File: config.mk
export PLATFORM = sky130hd
export DESIGN_NAME = cache_refill_ctrl_flat
export DESIGN_NICKNAME = d
export VERILOG_FILES = /design/src/rtl/cache_pkg.sv /design/src/rtl/cache_refill_ctrl_if.sv /design/src/rtl/cache_refill_ctrl.sv /design/src/flat_wrapper.sv
export SDC_FILE = /design/constraint.sdc
export NUM_CORES = 1
export LEC_CHECK = 0
export CAP_MARGIN = 20
export CORE_MARGIN = 2
export CORE_UTILIZATION = 55
export CTS_BUF_LIST = sky130_fd_sc_hd__clkbuf_8
export CTS_CLUSTER_DIAMETER = 150
export DETAILED_ROUTE_END_ITERATION = 6
export GPL_ROUTABILITY_DRIVEN = 1
export PLACE_DENSITY = 0.95
export SYNTH_ARGS = -nofsm -noshare
export SYNTH_HDL_FRONTEND = slang
export SYNTH_SLANG_ARGS = --single-unit
export TNS_END_PERCENT = 30
File: constraint.sdc
create_clock -name clk -period 4.2 [get_ports clk]
set_clock_uncertainty 0.15 [all_clocks]
set_input_delay 0.63 -clock clk [delete_from_list [all_inputs] [get_ports clk]]
set_output_delay 0.63 -clock clk [all_outputs]
set_load 0.01 [all_outputs]
File: src/rtl/cache_pkg.sv
// Cache line layout and refill FSM states, shared between the cache and its refill controller.
// Line layout (MSB first): valid[152], tag[151:128], w3[127:96], w2[95:64], w1[63:32], w0[31:0].
package cache_pkg;

  localparam int unsigned LINE_TAG_W  = 24;
  localparam int unsigned LINE_WORD_W = 32;
  localparam int unsigned LINE_WORDS  = 4;

  typedef struct packed {
    logic                                    valid;
    logic [LINE_TAG_W-1:0]                   tag;
    logic [LINE_WORDS-1:0][LINE_WORD_W-1:0]  words;
  } cache_line_t;

  // HOLD is only occupied under reset and is left on the first clock after release
  typedef enum logic [1:0] {
    HOLD = 2'd0,
    IDLE = 2'd1,
    REQ  = 2'd2,
    DONE = 2'd3
  } refill_state_e;

endpackage

File: src/rtl/cache_refill_ctrl_if.sv
// Miss/memory/fill signal bundle for cache_refill_ctrl; master is the controller side,
// slave is the cache plus backing-RAM side.
interface cache_refill_ctrl_if #(
  parameter int unsigned RAM_ADDRESS_WIDTH   = 32,
  parameter int unsigned DATA_WIDTH          = 32,
  parameter int unsigned CACHE_DATA_WIDTH    = 153,
  parameter int unsigned CACHE_ADDRESS_WIDTH = 4
);

  logic                           miss_valid;
  logic [RAM_ADDRESS_WIDTH-1:0]   miss_addr;
  logic                           miss_ready;
  logic                           mem_req;
  logic [RAM_ADDRESS_WIDTH-1:0]   mem_addr;
  logic                           mem_ack;
  logic [DATA_WIDTH-1:0]          mem_rdata;
  logic                           fill_valid;
  logic [CACHE_ADDRESS_WIDTH-1:0] fill_set;
  logic [CACHE_DATA_WIDTH-1:0]    fill_line;
  logic                           crit_valid;
  logic [DATA_WIDTH-1:0]          crit_data;
  logic                           busy;

  modport master (
    input  miss_valid, miss_addr, mem_ack, mem_rdata,
    output miss_ready, mem_req, mem_addr, fill_valid, fill_set, fill_line,
           crit_valid, crit_data, busy
  );

  modport slave (
    output miss_valid, miss_addr, mem_ack, mem_rdata,
    input  miss_ready, mem_req, mem_addr, fill_valid, fill_set, fill_line,
           crit_valid, crit_data, busy
  );

endinterface

File: src/rtl/cache_refill_ctrl.sv
// Four-beat cache line refill controller: accepts a read miss, fetches the line word by word
// and emits a one-cycle fill. Define CRITICAL_WORD_FIRST_EN to fetch the missed word first.
module cache_refill_ctrl
  import cache_pkg::*;
#(
  parameter int unsigned RAM_ADDRESS_WIDTH   = 32,
  parameter int unsigned DATA_WIDTH          = 32,
  parameter int unsigned CACHE_DATA_WIDTH    = 153,
  parameter int unsigned CACHE_ADDRESS_WIDTH = 4
) (
  input logic                 clk,
  input logic                 rst_n,
  cache_refill_ctrl_if.master bus
);

  localparam int unsigned TAG_W = RAM_ADDRESS_WIDTH - CACHE_ADDRESS_WIDTH - 4;

  refill_state_e                     state_q, state_d;
  logic [TAG_W-1:0]                  tag_q, tag_d;
  logic [CACHE_ADDRESS_WIDTH-1:0]    set_q, set_d;
  logic [2:0]                        cnt_q, cnt_d;
  logic [3:0][DATA_WIDTH-1:0]        words_q, words_d;
  logic [1:0]                        idx_c, idx_d;

  logic                              miss_ready_q, miss_ready_d;
  logic                              busy_q, busy_d;
  logic                              mem_req_q, mem_req_d;
  logic [RAM_ADDRESS_WIDTH-1:0]      mem_addr_q, mem_addr_d;
  logic                              fill_valid_q, fill_valid_d;
  logic [CACHE_ADDRESS_WIDTH-1:0]    fill_set_q, fill_set_d;
  logic [CACHE_DATA_WIDTH-1:0]       fill_line_q;
  cache_line_t                       fill_line_d;

  // Byte-offset bits never select anything; word-offset bits only matter for critical-word-first
  logic unused_addr_c;
  assign unused_addr_c = ^bus.miss_addr[3:0];

`ifdef CRITICAL_WORD_FIRST_EN
  logic [1:0]            off_q, off_d;
  logic                  crit_valid_q, crit_valid_d;
  logic [DATA_WIDTH-1:0] crit_data_q, crit_data_d;
  assign idx_c = 2'(off_q + cnt_q[1:0]);
`else
  assign idx_c = cnt_q[1:0];
`endif

  // Next state, line capture, and next values of every registered output
  always_comb begin
    state_d = state_q;
    tag_d   = tag_q;
    set_d   = set_q;
    cnt_d   = cnt_q;
    words_d = words_q;
`ifdef CRITICAL_WORD_FIRST_EN
    off_d   = off_q;
`endif

    case (state_q)
      HOLD: state_d = IDLE;
      IDLE: begin
        if (bus.miss_valid) begin
          state_d = REQ;
          tag_d   = bus.miss_addr[RAM_ADDRESS_WIDTH-1 -: TAG_W];
          set_d   = bus.miss_addr[4 +: CACHE_ADDRESS_WIDTH];
          cnt_d   = 3'd0;
`ifdef CRITICAL_WORD_FIRST_EN
          off_d   = bus.miss_addr[3:2];
`endif
        end
      end
      REQ: begin
        if (bus.mem_ack) begin
          words_d[idx_c] = bus.mem_rdata;
          cnt_d          = cnt_q + 3'd1;
          if (cnt_q == 3'd3) state_d = DONE;
        end
      end
      DONE:    state_d = IDLE;
      default: state_d = IDLE;
    endcase

`ifdef CRITICAL_WORD_FIRST_EN
    idx_d        = 2'(off_d + cnt_d[1:0]);
    crit_valid_d = (state_q == REQ) && bus.mem_ack && (cnt_q == 3'd0);
    crit_data_d  = crit_valid_d ? bus.mem_rdata : crit_data_q;
`else
    idx_d        = cnt_d[1:0];
`endif

    miss_ready_d = (state_d == IDLE);
    busy_d       = (state_d != IDLE);
    mem_req_d    = (state_d == REQ);
    mem_addr_d   = '0;
    if (mem_req_d) mem_addr_d = {tag_d, set_d, idx_d, 2'b00};

    fill_valid_d = (state_d == DONE);
    fill_set_d   = '0;
    fill_line_d  = '0;
    if (fill_valid_d) begin
      fill_set_d        = set_d;
      fill_line_d.valid = 1'b1;
      fill_line_d.tag   = tag_d;
      fill_line_d.words = words_d;
    end
  end

  always_ff @(posedge clk or negedge rst_n) begin
    if (!rst_n) begin
      state_q      <= HOLD;
      tag_q        <= '0;
      set_q        <= '0;
      cnt_q        <= '0;
      words_q      <= '0;
      miss_ready_q <= 1'b0;
      busy_q       <= 1'b0;
      mem_req_q    <= 1'b0;
      mem_addr_q   <= '0;
      fill_valid_q <= 1'b0;
      fill_set_q   <= '0;
      fill_line_q  <= '0;
    end else begin
      state_q      <= state_d;
      tag_q        <= tag_d;
      set_q        <= set_d;
      cnt_q        <= cnt_d;
      words_q      <= words_d;
      miss_ready_q <= miss_ready_d;
      busy_q       <= busy_d;
      mem_req_q    <= mem_req_d;
      mem_addr_q   <= mem_addr_d;
      fill_valid_q <= fill_valid_d;
      fill_set_q   <= fill_set_d;
      fill_line_q  <= fill_line_d;
    end
  end

`ifdef CRITICAL_WORD_FIRST_EN
  always_ff @(posedge clk or negedge rst_n) begin
    if (!rst_n) begin
      off_q        <= '0;
      crit_valid_q <= 1'b0;
      crit_data_q  <= '0;
    end else begin
      off_q        <= off_d;
      crit_valid_q <= crit_valid_d;
      crit_data_q  <= crit_data_d;
    end
  end

  assign bus.crit_valid = crit_valid_q;
  assign bus.crit_data  = crit_data_q;
`else
  assign bus.crit_valid = 1'b0;
  assign bus.crit_data  = '0;
`endif

  assign bus.miss_ready = miss_ready_q;
  assign bus.busy       = busy_q;
  assign bus.mem_req    = mem_req_q;
  assign bus.mem_addr   = mem_addr_q;
  assign bus.fill_valid = fill_valid_q;
  assign bus.fill_set   = fill_set_q;
  assign bus.fill_line  = fill_line_q;

endmodule

File: src/flat_wrapper.sv
// flat-port wrapper written by rule: the top's interface ports become plain ports
module cache_refill_ctrl_flat import cache_pkg::*;
#(
  parameter int unsigned RAM_ADDRESS_WIDTH   = 32,
  parameter int unsigned DATA_WIDTH          = 32,
  parameter int unsigned CACHE_DATA_WIDTH    = 153,
  parameter int unsigned CACHE_ADDRESS_WIDTH = 4
)
  (clk, rst_n, bus_miss_valid, bus_miss_addr, bus_mem_ack, bus_mem_rdata, bus_miss_ready, bus_mem_req, bus_mem_addr, bus_fill_valid, bus_fill_set, bus_fill_line, bus_crit_valid, bus_crit_data, bus_busy);
  cache_refill_ctrl_if #(.RAM_ADDRESS_WIDTH(RAM_ADDRESS_WIDTH), .DATA_WIDTH(DATA_WIDTH), .CACHE_DATA_WIDTH(CACHE_DATA_WIDTH), .CACHE_ADDRESS_WIDTH(CACHE_ADDRESS_WIDTH)) bus_i ();
  input logic clk;
  input logic rst_n;
  input wire logic [$bits(bus_i.miss_valid)-1:0] bus_miss_valid;
  input wire logic [$bits(bus_i.miss_addr)-1:0] bus_miss_addr;
  input wire logic [$bits(bus_i.mem_ack)-1:0] bus_mem_ack;
  input wire logic [$bits(bus_i.mem_rdata)-1:0] bus_mem_rdata;
  output wire logic [$bits(bus_i.miss_ready)-1:0] bus_miss_ready;
  output wire logic [$bits(bus_i.mem_req)-1:0] bus_mem_req;
  output wire logic [$bits(bus_i.mem_addr)-1:0] bus_mem_addr;
  output wire logic [$bits(bus_i.fill_valid)-1:0] bus_fill_valid;
  output wire logic [$bits(bus_i.fill_set)-1:0] bus_fill_set;
  output wire logic [$bits(bus_i.fill_line)-1:0] bus_fill_line;
  output wire logic [$bits(bus_i.crit_valid)-1:0] bus_crit_valid;
  output wire logic [$bits(bus_i.crit_data)-1:0] bus_crit_data;
  output wire logic [$bits(bus_i.busy)-1:0] bus_busy;
  assign bus_i.miss_valid = bus_miss_valid;
  assign bus_i.miss_addr = bus_miss_addr;
  assign bus_i.mem_ack = bus_mem_ack;
  assign bus_i.mem_rdata = bus_mem_rdata;
  assign bus_miss_ready = bus_i.miss_ready;
  assign bus_mem_req = bus_i.mem_req;
  assign bus_mem_addr = bus_i.mem_addr;
  assign bus_fill_valid = bus_i.fill_valid;
  assign bus_fill_set = bus_i.fill_set;
  assign bus_fill_line = bus_i.fill_line;
  assign bus_crit_valid = bus_i.crit_valid;
  assign bus_crit_data = bus_i.crit_data;
  assign bus_busy = bus_i.busy;
  cache_refill_ctrl #(.RAM_ADDRESS_WIDTH(RAM_ADDRESS_WIDTH), .DATA_WIDTH(DATA_WIDTH), .CACHE_DATA_WIDTH(CACHE_DATA_WIDTH), .CACHE_ADDRESS_WIDTH(CACHE_ADDRESS_WIDTH)) u_core (.clk(clk), .rst_n(rst_n), .bus(bus_i));
endmodule
# Word-level counts from Yosys, hierarchy flattened
# Index checks and enable logic that the tools add are counted.
# classes
muxes,19
magnitude_cmp,2
n_reduce_logical,5
eq_ne,10
add_sub_neg,1
# op_table
op,count
$mux 128,2
$mux 153,1
$bwmux 128,1
$demux 32 s2,1
$mux 32,2
$mux 24,2
$mux 4,3
$eq 2x2->1 const B,4
$mux 2,3
$mux 3,2
$pmux 2 s3,1
$pmux 3 s2,1
$eq 2x1->1 const B,2
$ne 2x2->1 const B,2
$add 3x1->3 const B,1
$eq 3x2->1 const B,1
$lt 2x3->1 const B,1
$reduce_and 3->1,1
$ge 2x1->1 const B,1
$logic_not 2->1,1
$ne 2x1->1 const B,1
$reduce_bool 2->1,1
$reduce_or 2->1,1
$logic_and 1x1->1,1
# totals
inputBits,68
register_bits,354
output_inout_bits,226
word_cells,53

# Depth between registers and ports, before layout
# depth
word_depth,8
mapped_depth,9
depth_no_buf,6

# Worst setup path before layout
# No wires, ideal clock.
# synth_path
path_kind,register to register
from,register u_core.cnt_q[0]
to,register u_core.fill_line_q[100] (netlist: u_core.bus.fill_line[100])
period_less_slack_ps,2001
stages_incl_launch_ff,9
arrival_time_ps,1730
slack_ps,2199
t_required_ps,3928
path_buffers,2
setup_ps,122
path_cell_list,dfrtp_1 ha_1 ha_1 a31oi_1 nor2_1 a22oi_1 buf_2 buf_2 nor2b_1
# synth_rtl
element,line,source
from (decl),cache_refill_ctrl.sv:21,"logic [2:0] cnt_q, cnt_d;"
from (signal assigned),cache_refill_ctrl.sv:125,cnt_q <= cnt_d;
to (signal assigned),cache_refill_ctrl.sv:133,fill_line_q <= fill_line_d;
to (decl),cache_refill_ctrl.sv:31,logic [CACHE_DATA_WIDTH-1:0] fill_line_q;

# Worst setup path in the final report
# layout_path
from,register u_core.state_q[0]
to,register u_core.mem_addr_q[19] (netlist: u_core.bus.mem_addr[19])
# layout_between
elab_chain_cells,5
word_cells_on_any_way,12
classes_between,eq/ne: 4; mux: 6; reduce/logical: 2
# layout_lines
element,line,source
from (decl),cache_refill_ctrl.sv:18,"refill_state_e state_q, state_d;"
from (signal assigned),cache_refill_ctrl.sv:122,state_q <= state_d;
"$eq 2x2->1, or another cell as far along",cache_refill_ctrl.sv:58,case (state_q)
$reduce_or 2->1 (no source line) / $mux 2 (equally long branches),--,
$pmux 2 s3 *,cache_refill_ctrl.sv:58,
net u_core.state_d[0],cache_refill_ctrl.sv:18,
$eq 2x2->1 *,cache_refill_ctrl.sv:92,mem_req_d = (state_d == REQ);
$mux 32 *,cache_refill_ctrl.sv:94,"if (mem_req_d) mem_addr_d = {tag_d, set_d, idx_d, 2'b00};"
net u_core.mem_addr_d[19],cache_refill_ctrl.sv:28,"logic [RAM_ADDRESS_WIDTH-1:0] mem_addr_q, mem_addr_d;"
to (signal assigned),cache_refill_ctrl.sv:130,mem_addr_q <= mem_addr_d;
to (decl),cache_refill_ctrl.sv:28,
# The timed path passes the listed nets; every way through them passes the cells marked *.
# A chain may end at the register's enable or synchronous reset.

==> flow_summary.ini <==
[detailed_routing]
detailedRoute.firstIterationViolations = 325
num_vias = 7207
first_pass_iters = 4
count_of_unresolved_drc_violations_after_routing = 0
route.final.wire_length_mm = 27.5
via_per_inst = 4.95
wire_per_inst_um = 18.9
drtAntennaViolNets = 0

[synth]
seq_area_frac_synth = 0.706
synth.avg_cell_area_um2 = 14.8
synthTopCellsByArea = sky130_fd_sc_hd__dfrtp_1, sky130_fd_sc_hd__mux2_2, sky130_fd_sc_hd__nor2b_1
synth-seq-cells = 351
synth_largest_type_area_fraction = 0.706
synth_area_um2 = 12400
synth.yosys.warnings = 0
postSynthCellCount = 844
synthDistinctLibCells = 25
post-synth-top-area-cell = sky130_fd_sc_hd__dfrtp_1

[cts]
clock_tree.root_cell = sky130_fd_sc_hd__clkbuf_8
worstSkewPairLatency_ns = 0.56
clock_sinks = 351
clkSlewWorstSetupHoldPaths_ns = 0.07
tritoncts = built
cts.hold.buffers_added = 0
cts_max_path_buffers = 3
htree_num_levels = 2
post_cts_resized = 0
post-cts-setup-buffer-count = 0
total_cts_buffers = 53

[placed_design]
port_buffers = 254
dp_hpwl_mm = 17.7
gp_routability_congestion = 0.775
pre_cts_slack_ns = 1.07

[setup_path]
timing.critical_path.required_ns = 4.48
worstSetupPathType = reg -> reg
cp-start-kind = register
arrival_ns = 3.02
crit_path_max_fanout = 17
worstSetupEndpointType = register
critPathLaunch = u_core.state_q[0]$_DFF_PN0_
regToRegStartpoint = u_core.state_q[0]$_DFF_PN0_

[global_route]
grt_start_max_net_pins = 118
grt_util_all_layers = 0.238
initial_antenna_violation_count = 0
first_global_vias = 7963
grt_first_pass_wirelength_mm = 44.0
grt.overflow.total = 0

[final_layout]
share_of_layout_cells_above_drive_strength_1 = 0.195
antennaDiodeCount = 0
synthToLayoutAreaGrowth_pct = 30.7
final_cell_utilization_of_the_core = 0.725
layout.nets = 1205

[sta]
finalHoldViolations = 0
setup_repair_after_global_routing_missed_its_margin = false
slew_viol_final = 0
finalWorstSetupSlack_ns = 1.46
worst_slew_margin_rel = 0.413
max_freq_ghz = 0.364
final_min_period_over_clock_period = 0.653
setup_viol_count_final = 0
sum_neg_setup_slack_ns = 0
period_needed_ns = 2.74
max_slew.worst_pin.slew_ns = 0.881

[floorplanning]
die_area_um2 = 23900
pin_count = 294
chipWidth_um = 154
core-area_um2 = 22400
initial_core_util = 0.555
placement_rows = 55
chipHeight_um = 154

[pwr]
internal-power_uw = 7270
p_sw_frac = 0.301
switchingPower_uw = 3130
p_seq_frac = 0.446
share_clk_of_total_power = 0.262
power.leakage_uw = 0.00782
power.combinational.fraction = 0.293
power_per_standard_cell_area_nw_per_um2 = 639
vdd.ir_drop.worst_uv = 361

[worst_hold_path]
type_of_the_worst_min_delay_path = in -> async

[run_status]
run_status = completed

[job]
drv_cap = 0
## synth_stat cells
cell and number:
sky130_fd_sc_hd__mux2_2 128, sky130_fd_sc_hd__a21oi_1 2, sky130_fd_sc_hd__o2bb2ai_1 1, sky130_fd_sc_hd__o21ai_0 4, sky130_fd_sc_hd__nor2_1 58, sky130_fd_sc_hd__or2_0 1
sky130_fd_sc_hd__o31ai_1 1, sky130_fd_sc_hd__conb_1 1, sky130_fd_sc_hd__mux2i_1 29, sky130_fd_sc_hd__nor2b_1 130, sky130_fd_sc_hd__nand2b_1 1, sky130_fd_sc_hd__inv_1 37
sky130_fd_sc_hd__buf_2 28, sky130_fd_sc_hd__ha_1 8, sky130_fd_sc_hd__dfrtp_1 351, sky130_fd_sc_hd__nor3b_1 2, sky130_fd_sc_hd__o22ai_1 3, sky130_fd_sc_hd__nand2_1 3
sky130_fd_sc_hd__buf_4 43, sky130_fd_sc_hd__nand3_2 4, sky130_fd_sc_hd__nand4b_1 1, sky130_fd_sc_hd__a22oi_1 2, sky130_fd_sc_hd__and2_1 2, sky130_fd_sc_hd__a31oi_1 1
sky130_fd_sc_hd__clkbuf_1 3
## critical path, cell delays in order, from the launching register on
cell and delay (ns):
sky130_fd_sc_hd__dfrtp_1 0.42, sky130_fd_sc_hd__inv_1 0.10, sky130_fd_sc_hd__ha_1 0.46, sky130_fd_sc_hd__a31oi_1 0.17, sky130_fd_sc_hd__o22ai_1 0.27, sky130_fd_sc_hd__or2_1 0.57, sky130_fd_sc_hd__buf_4 0.36, sky130_fd_sc_hd__nor2_1 0.09
## registers in the layout, indices dropped and copies added, names as in the netlist
name / flops
u_core.tag_q: 24
u_core.bus.miss_ready: 1
u_core.bus.fill_set: 4
u_core.words_q: 128
u_core.bus.fill_line: 153
u_core.set_q: 4
u_core.bus.busy: 1
u_core.bus.mem_addr: 30
u_core.bus.mem_req: 1
u_core.cnt_q: 3
u_core.state_q: 2
## placed cells by master, fill, tap and decap left out, types with 2 or more instances in the layout
master	instances
sky130_fd_sc_hd__nor2b_1	130
sky130_fd_sc_hd__buf_4	10
sky130_fd_sc_hd__nand3_2	4
sky130_fd_sc_hd__nor2_1	58
sky130_fd_sc_hd__o21ai_0	4
sky130_fd_sc_hd__ha_1	8
sky130_fd_sc_hd__o22ai_1	3
sky130_fd_sc_hd__inv_1	57
sky130_fd_sc_hd__nor3b_1	2
sky130_fd_sc_hd__clkinv_2	8
sky130_fd_sc_hd__mux2_2	128
sky130_fd_sc_hd__conb_1	35
sky130_fd_sc_hd__clkdlybuf4s50_1	253
sky130_fd_sc_hd__buf_12	6
sky130_fd_sc_hd__a21oi_1	2
sky130_fd_sc_hd__dfrtp_1	351
sky130_fd_sc_hd__mux2i_1	29
sky130_fd_sc_hd__clkbuf_8	65
sky130_fd_sc_hd__nand2_1	3
## per-stage QoR
step / area [µm²] / hold slack (ns) / total power (µW) / cells
6_report: 16300 / 0.00327 / 10400 / 1456
5_1_grt: 16300 / 0.0615 / 11000 / 1456
4_1_cts: 16300 / 0.0181 / 10500 / 1456
3_5_place_dp: 15200 / 0.326 / 7710 / 1359
3_3_place_gp: 15200 / 0.322 / 7480 / 1359
2_1_floorplan: 12600 / 0.184 / 6410 / 878
## final timing paths
check	end	slack, ns	cells after the start
min in group clk	u_core.words_q[40]$_DFF_PN0_	0.34	1
worst max register to register	u_core.bus.mem_addr[19]$_DFF_PN0_	1.46	7
worst max-delay path	u_core.bus.mem_addr[19]$_DFF_PN0_	1.46	7
worst min register to register	u_core.words_q[40]$_DFF_PN0_	0.34	1
max in group asynchronous	u_core.words_q[10]$_DFF_PN0_	2.93	2
worst min-delay path	u_core.bus.fill_line[123]$_DFF_PN0_	0.003	1
## logic make-up (layout without fill, tap and decap cells)
group	count (synthesis)	count (layout)	share of synthesized area
fa+ha+maj	8	8	0.00804
flops	351	351	0.706
other cells	1	35	0.000301
mux	157	157	0.139
compound gates	14	14	0.00694
buf+inv	111	404	0.0492
simple gates	202	202	0.0909
## power groups by stage
stage | combinational [µW] | clock [µW] | sequential [µW]
after floorplan | 1640 | 0 | 4770
after global placement | 2860 | 0 | 4620
after detailed placement | 3030 | 0 | 4690
after CTS | 3070 | 2780 | 4640
after global routing | 3290 | 2950 | 4710
final | 3040 | 2720 | 4640
## metal layers
layer | track usage | wire length (µm)
met2 | 0.411 | 14300
met4 | 0.0935 | 874
met1 | 0.290 | 10400
met5 | 0 | 0
met3 | 0.0608 | 1850
## final cells by class
cell class / instances / area [µm²]
Clock buffer: 65 / 895
Clock inverter: 32 / 170
Inverter: 37 / 139
Sequential cell: 351 / 8780
Fill cell: 1359 / 6160
Tap cell: 285 / 357
Timing Repair Buffer: 270 / 2740
Multi-Input combinational cell: 416 / 3190
No activity file was read; power rests on OpenSTA's default activity.
==> RTL edit 1, RTL diff (same settings) <==
Add a define of `CRITICAL_WORD_FIRST_EN`.
--- a/src/rtl/cache_refill_ctrl.sv
+++ b/src/rtl/cache_refill_ctrl.sv
@@ -2,2 +2,4 @@
 // and emits a one-cycle fill. Define CRITICAL_WORD_FIRST_EN to fetch the missed word first.
+`define CRITICAL_WORD_FIRST_EN
+
 module cache_refill_ctrl
Formal check against the unedited RTL: not equivalent (Yosys sat finds a counterexample within 4 cycles, from zero or initial values and one cycle with rst_n low).
==> RTL edit 1 against the unedited design <==
The flow now finishes with violations (hold timing). Synthesized cell count up 6.5%. Fmax down 1.2%. Sequential cell count up 35. Total power up 27%. Setup slack worse by 0.032 ns. Design area up 11%. Routed wire length up 18%. Non-clock buffer count up 34. First-iteration DRC count down 6.2%. Synthesized area up 9.3%. Final cell count up 9.0%. Sequential power up 20%. Largest power group unchanged.
==> RTL edit 1: results (changes against the unedited design) <==
* # nets final at 1294 (+7.4%)
* Initial drt markers at 305 (-6.2%)
* Distinct cell type count after synthesis at 39 (+56%)
* Routed vias at 8059 (+12%)
* Fin. Hold Viols at 15 (+15)
* Port Buffers at 289 (+14%)
* Run status: complete, but fails checks
* Hold WS at -0.0437 ns (-0.0470 ns)
* CP Data Arrival Time at 3.07 ns (+0.05 ns)
* Gpl congestion at 0.802 (+3.5%)
* CP Max Fanout at 12 (-5)
* Routed length on met1 at 12600 um (+20%)
* Top post-synthesis cells by count: dfrtp_1 (386), mux2_2 (156), nor2b_1 (121)
* Layout cells sized above 1 at 0.210 (+0.0151)
* Global-route wire length before repair at 50600 um (+15%)
* Worst-margin pin slew at 0.911 ns (+0.0301 ns)
* Peak supply drop at 446 uV (+23%)
* Area contributors post-synth: dfrtp_1 (71%), mux2_2 (13%), nor2b_1 (5.6%)
* Vias in the first global route at 8973 (+13%)
* Seq/Total Area, Yosys at 0.710 (+0.00429)
* Pleak at 0.00837 uW (+7.0%)
* Clk Latency, worst-skew pair at 0.58 ns (+0.02 ns)
* Ys async rst share at 1.00 (unchanged)
* CTS buffer count at 58 (+9.4%)
* Total global-route track usage at 0.255 (+0.0167)
* Routed wl met3 at 2610 um (+41%)
* Post-detail-place hpwl at 21000 um (+19%)
* Failing checks: hold timing
* Total Wirelength at 32400 um (+18%)
-- RTL edit 1: metrics by stage --
stage	hold slack, ns	instance area (um^2)	cells	worst slack (ns)
6_report	-0.0437	18100	1587	1.42
5_1_grt	0.0538	18100	1587	1.25
4_1_cts	0.00435	18100	1587	1.41
3_5_place_dp	0.321	16900	1482	1.01
3_3_place_gp	0.307	16900	1482	1.07
2_1_floorplan	0.184	13600	900	1.55
-- RTL edit 1: kinds of logic (layout without fill, tap and decap cells) --
kind of cell             Yosys count  in the layout  share of synthesized area
flip-flops                       386            386                      0.710
other                              1              2                   0.000276
AO/OA/AOI/OAI                     17             17                    0.00800
multiplexers                     190            190                      0.155
buffers and inverters             85            448                     0.0289
adder cells (fa/ha/maj)            8              8                    0.00736
XOR/XNOR                           2              2                    0.00349
AND/OR/NAND/NOR                  210            210                     0.0876
-- RTL edit 1: critical path: stages (launching register included) --
cell and delay [ns]:
dfrtp_1 0.43, inv_1 0.10, ha_1 0.35, nand3_1 0.25, nor2_4 0.49, buf_4 0.34, mux2_2 0.38, nor2b_1 0.14
-- RTL edit 1: power breakdown --
| part | internal, uW | switching, uW | total [uW] |
|---|---|---|---|
| combinational | 2390 | 2230 | 4620 |
| sequential | 5080 | 477 | 5560 |
| clock | 1670 | 1380 | 3050 |
| total | 9140 | 4090 | 13200 |
-- RTL edit 1: area by class of cell --
type	count	area, um^2
well taps	324	405
clock inverters	33	196
fillers	1415	6210
multi-input cells	429	3590
flip-flops and latches	386	9660
repair buffers	304	3120
inverters	39	146
clock buffers	72	991
-- RTL edit 1: path summary, 6_finish.rpt --
kind	startpoint	endpoint	slack [ns]	depth (start not counted)
worst max register to register	u_core.state_q[0]	u_core.bus.fill_line[53]	1.42	7
min in group clk	u_core.words_q[2]	u_core.words_q[2]	0.33	1
max in group asynchronous	rst_n	u_core.words_q[90]	2.95	2
worst min-delay path	rst_n	u_core.bus.fill_line[137]	-0.04	1
worst min register to register	u_core.words_q[2]	u_core.words_q[2]	0.33	1
worst max-delay path	u_core.state_q[0]	u_core.bus.fill_line[53]	1.42	7
-- RTL edit 1: routing by layer --
layer	track usage	up-vias
met3	0.0752	55
met4	0.0917	0
met1	0.312	4151
li1	-	3551
met2	0.434	302
met5	0	-
==> RTL edit 2, RTL diff (config.mk and constraints unchanged) <==
Made on the original files. `words_q` no longer has a reset.
--- a/src/rtl/cache_refill_ctrl.sv
+++ b/src/rtl/cache_refill_ctrl.sv
@@ -112,3 +112,2 @@
       cnt_q        <= '0;
-      words_q      <= '0;
       miss_ready_q <= 1'b0;
@@ -125,3 +124,2 @@
       cnt_q        <= cnt_d;
-      words_q      <= words_d;
       miss_ready_q <= miss_ready_d;
@@ -134,2 +132,6 @@
     end
+  end
+
+  always_ff @(posedge clk) begin
+    words_q <= words_d;
   end
Function: same outputs for any inputs over 4 cycles, from zero or initial values and one cycle with rst_n low; that may be too few to reach the edited logic, so the function may still have changed.
==> RTL edit 2 against the unedited design <==
Setup slack got worse by 0.17 ns. Design area down 4.4%. Critical path depth decreased by 1. Worst hold slack better by 0.32 ns. Core utilization increased by 1.5 points. Synthesized cell count unchanged. Via count decreased by 2.6%. Die area down 5.0%. Total power fell by 0.86%. Non-clock buffer count stayed put. Count of clock-buffer cells in the layout increased by 2. Synthesized area down 5.1%. Sequential cell count unchanged. Routed wire length fell by 5.2%.
==> RTL edit 2: results (changes against the unedited design) <==
* Routed wl met3 at 2100 um (+14%)
* WL/cell at 18.1 um (-4.3%)
* Global-route wire length before repair at 39700 um (-9.8%)
* Peak supply drop at 402 uV (+11%)
* Vias in the first global route at 7540 (-5.3%)
* CP Data Arrival Time at 3.17 ns (+0.15 ns)
* R2R setup slack at 1.29 ns (-0.17 ns)
* Port Buffers at 254 (unchanged)
* Pin count of the biggest net entering global routing at 113 (-4.2%)
* Crit-path max cell delay at 0.76 ns (+0.19 ns)
* Gpl congestion at 0.790 (+2.0%)
* Layout cells sized above 1 at 0.191 (-0.00362)
* Run status: complete, no violations
* Clk Latency, worst-skew pair at 0.56 ns (about the same)
* Adder-cell share of the synthesized area at 0.00848 (+0.000436)
* PostCTS Resize Cnt at 0 (unchanged)
* CTS max path bufs at 3 (unchanged)
* R2R cell count at 6 (-1)
* Post-detail-place hpwl at 16500 um (-6.6%)
* # nets final at 1204 (-0.083%)
* Worst Hold End: u_core.words_q[49]
* Top post-synthesis cells by count: dfrtp_1 (223), nor2b_1 (130), dfxtp_1 (128), mux2_2 (128), nor2_1 (58)
* GR Util met2 at 0.393 (-0.0178)
* Seq area share at 0.524 (-0.0162)
* CP Max Fanout at 23 (+6)
* Max-slew headroom at 0.445 (+0.0326)
* Placed cell area at 0.0145 mm^2 (-4.8%)
* Pleak at 0.00715 uW (-8.6%)
* CTS buffer count at 52 (-1.9%)
* M1 GR Usage at 0.266 (-0.0246)
* Antenna violations before repair at 0 (unchanged)
* Compound-Gate Fraction of Synth Area at 0.00731 (+0.000376)
* Clk cell area share at 0.0681 (+0.00262)
* GR Util met3 at 0.0776 (+0.0168)
* Ant diodes at 0 (unchanged)
* NonClk Buf Share at 0.172 (+0.00393)
* Routed length on met1 at 10000 um (-3.9%)
* Hold/Removal Path Class: reg2reg
* Ys async rst share at 0.635 (-0.365)
* Mux contribution to synthesized area at 0.147 (+0.00755)
* Total global-route track usage at 0.229 (-0.00929)
* Area Overhead vs Synth at 31.7%
* Initial drt markers at 189 (-42%)
* CTS root buf: clkbuf_8
* Synth area leader: dfrtp_1
* Routed vias at 7019 (-2.6%)
* CP max stage cell: nand3_2
* Seq/Total Area, Yosys at 0.690 (-0.0160)
* Inverters at 37 (unchanged)
* Number of fill cells in the layout at 1250 (-8.0%)
* Worst r2r dst: u_core.bus.fill_line[56]
* HP Start: u_core.words_q[49]
* Distinct cell type count after synthesis at 26 (+4.0%)
* Std-Cell Core Area at 0.0210 mm^2 (-6.3%)
* Met2 WL at 13200 um (-7.9%)
* Number of clock buffers in the layout at 67 (+3.1%)
* Area contributors post-synth: dfrtp_1 (47%), dfxtp_1 (22%), mux2_2 (12%)
## RTL edit 2: metrics by stage
stage	hold WS, ns	total power (uW)	worst slack, ns	instances
3_3_place_gp	0.299	7440	0.951	1348
6_report	0.319	10300	1.29	1442
3_5_place_dp	0.303	7640	0.874	1348
4_1_cts	0.318	10400	1.26	1442
2_1_floorplan	0.184	6400	2.20	878
5_1_grt	0.324	10800	1.14	1442
## RTL edit 2: worst register-to-register path, delay by kind of cell, from the launching register on
kind,cells,cell delay (ns)
buffers and inverters,2,0.56
and+or+nand+nor,2,0.89
DFF,1,0.41
muxes,1,0.29
adders and majority gates,1,0.46
## RTL edit 2: timing repair
item / in CTS / in global routing
buffers inserted: 0 / 0
hold buffers: 1 / 0
hold endpoints to repair: 51 / 0
## RTL edit 2: report_power, final
group          internal [uW]  total [uW]  switching (uW)
logic                   1450        2960            1500
clock network           1490        2710            1220
registers               4350        4640             290
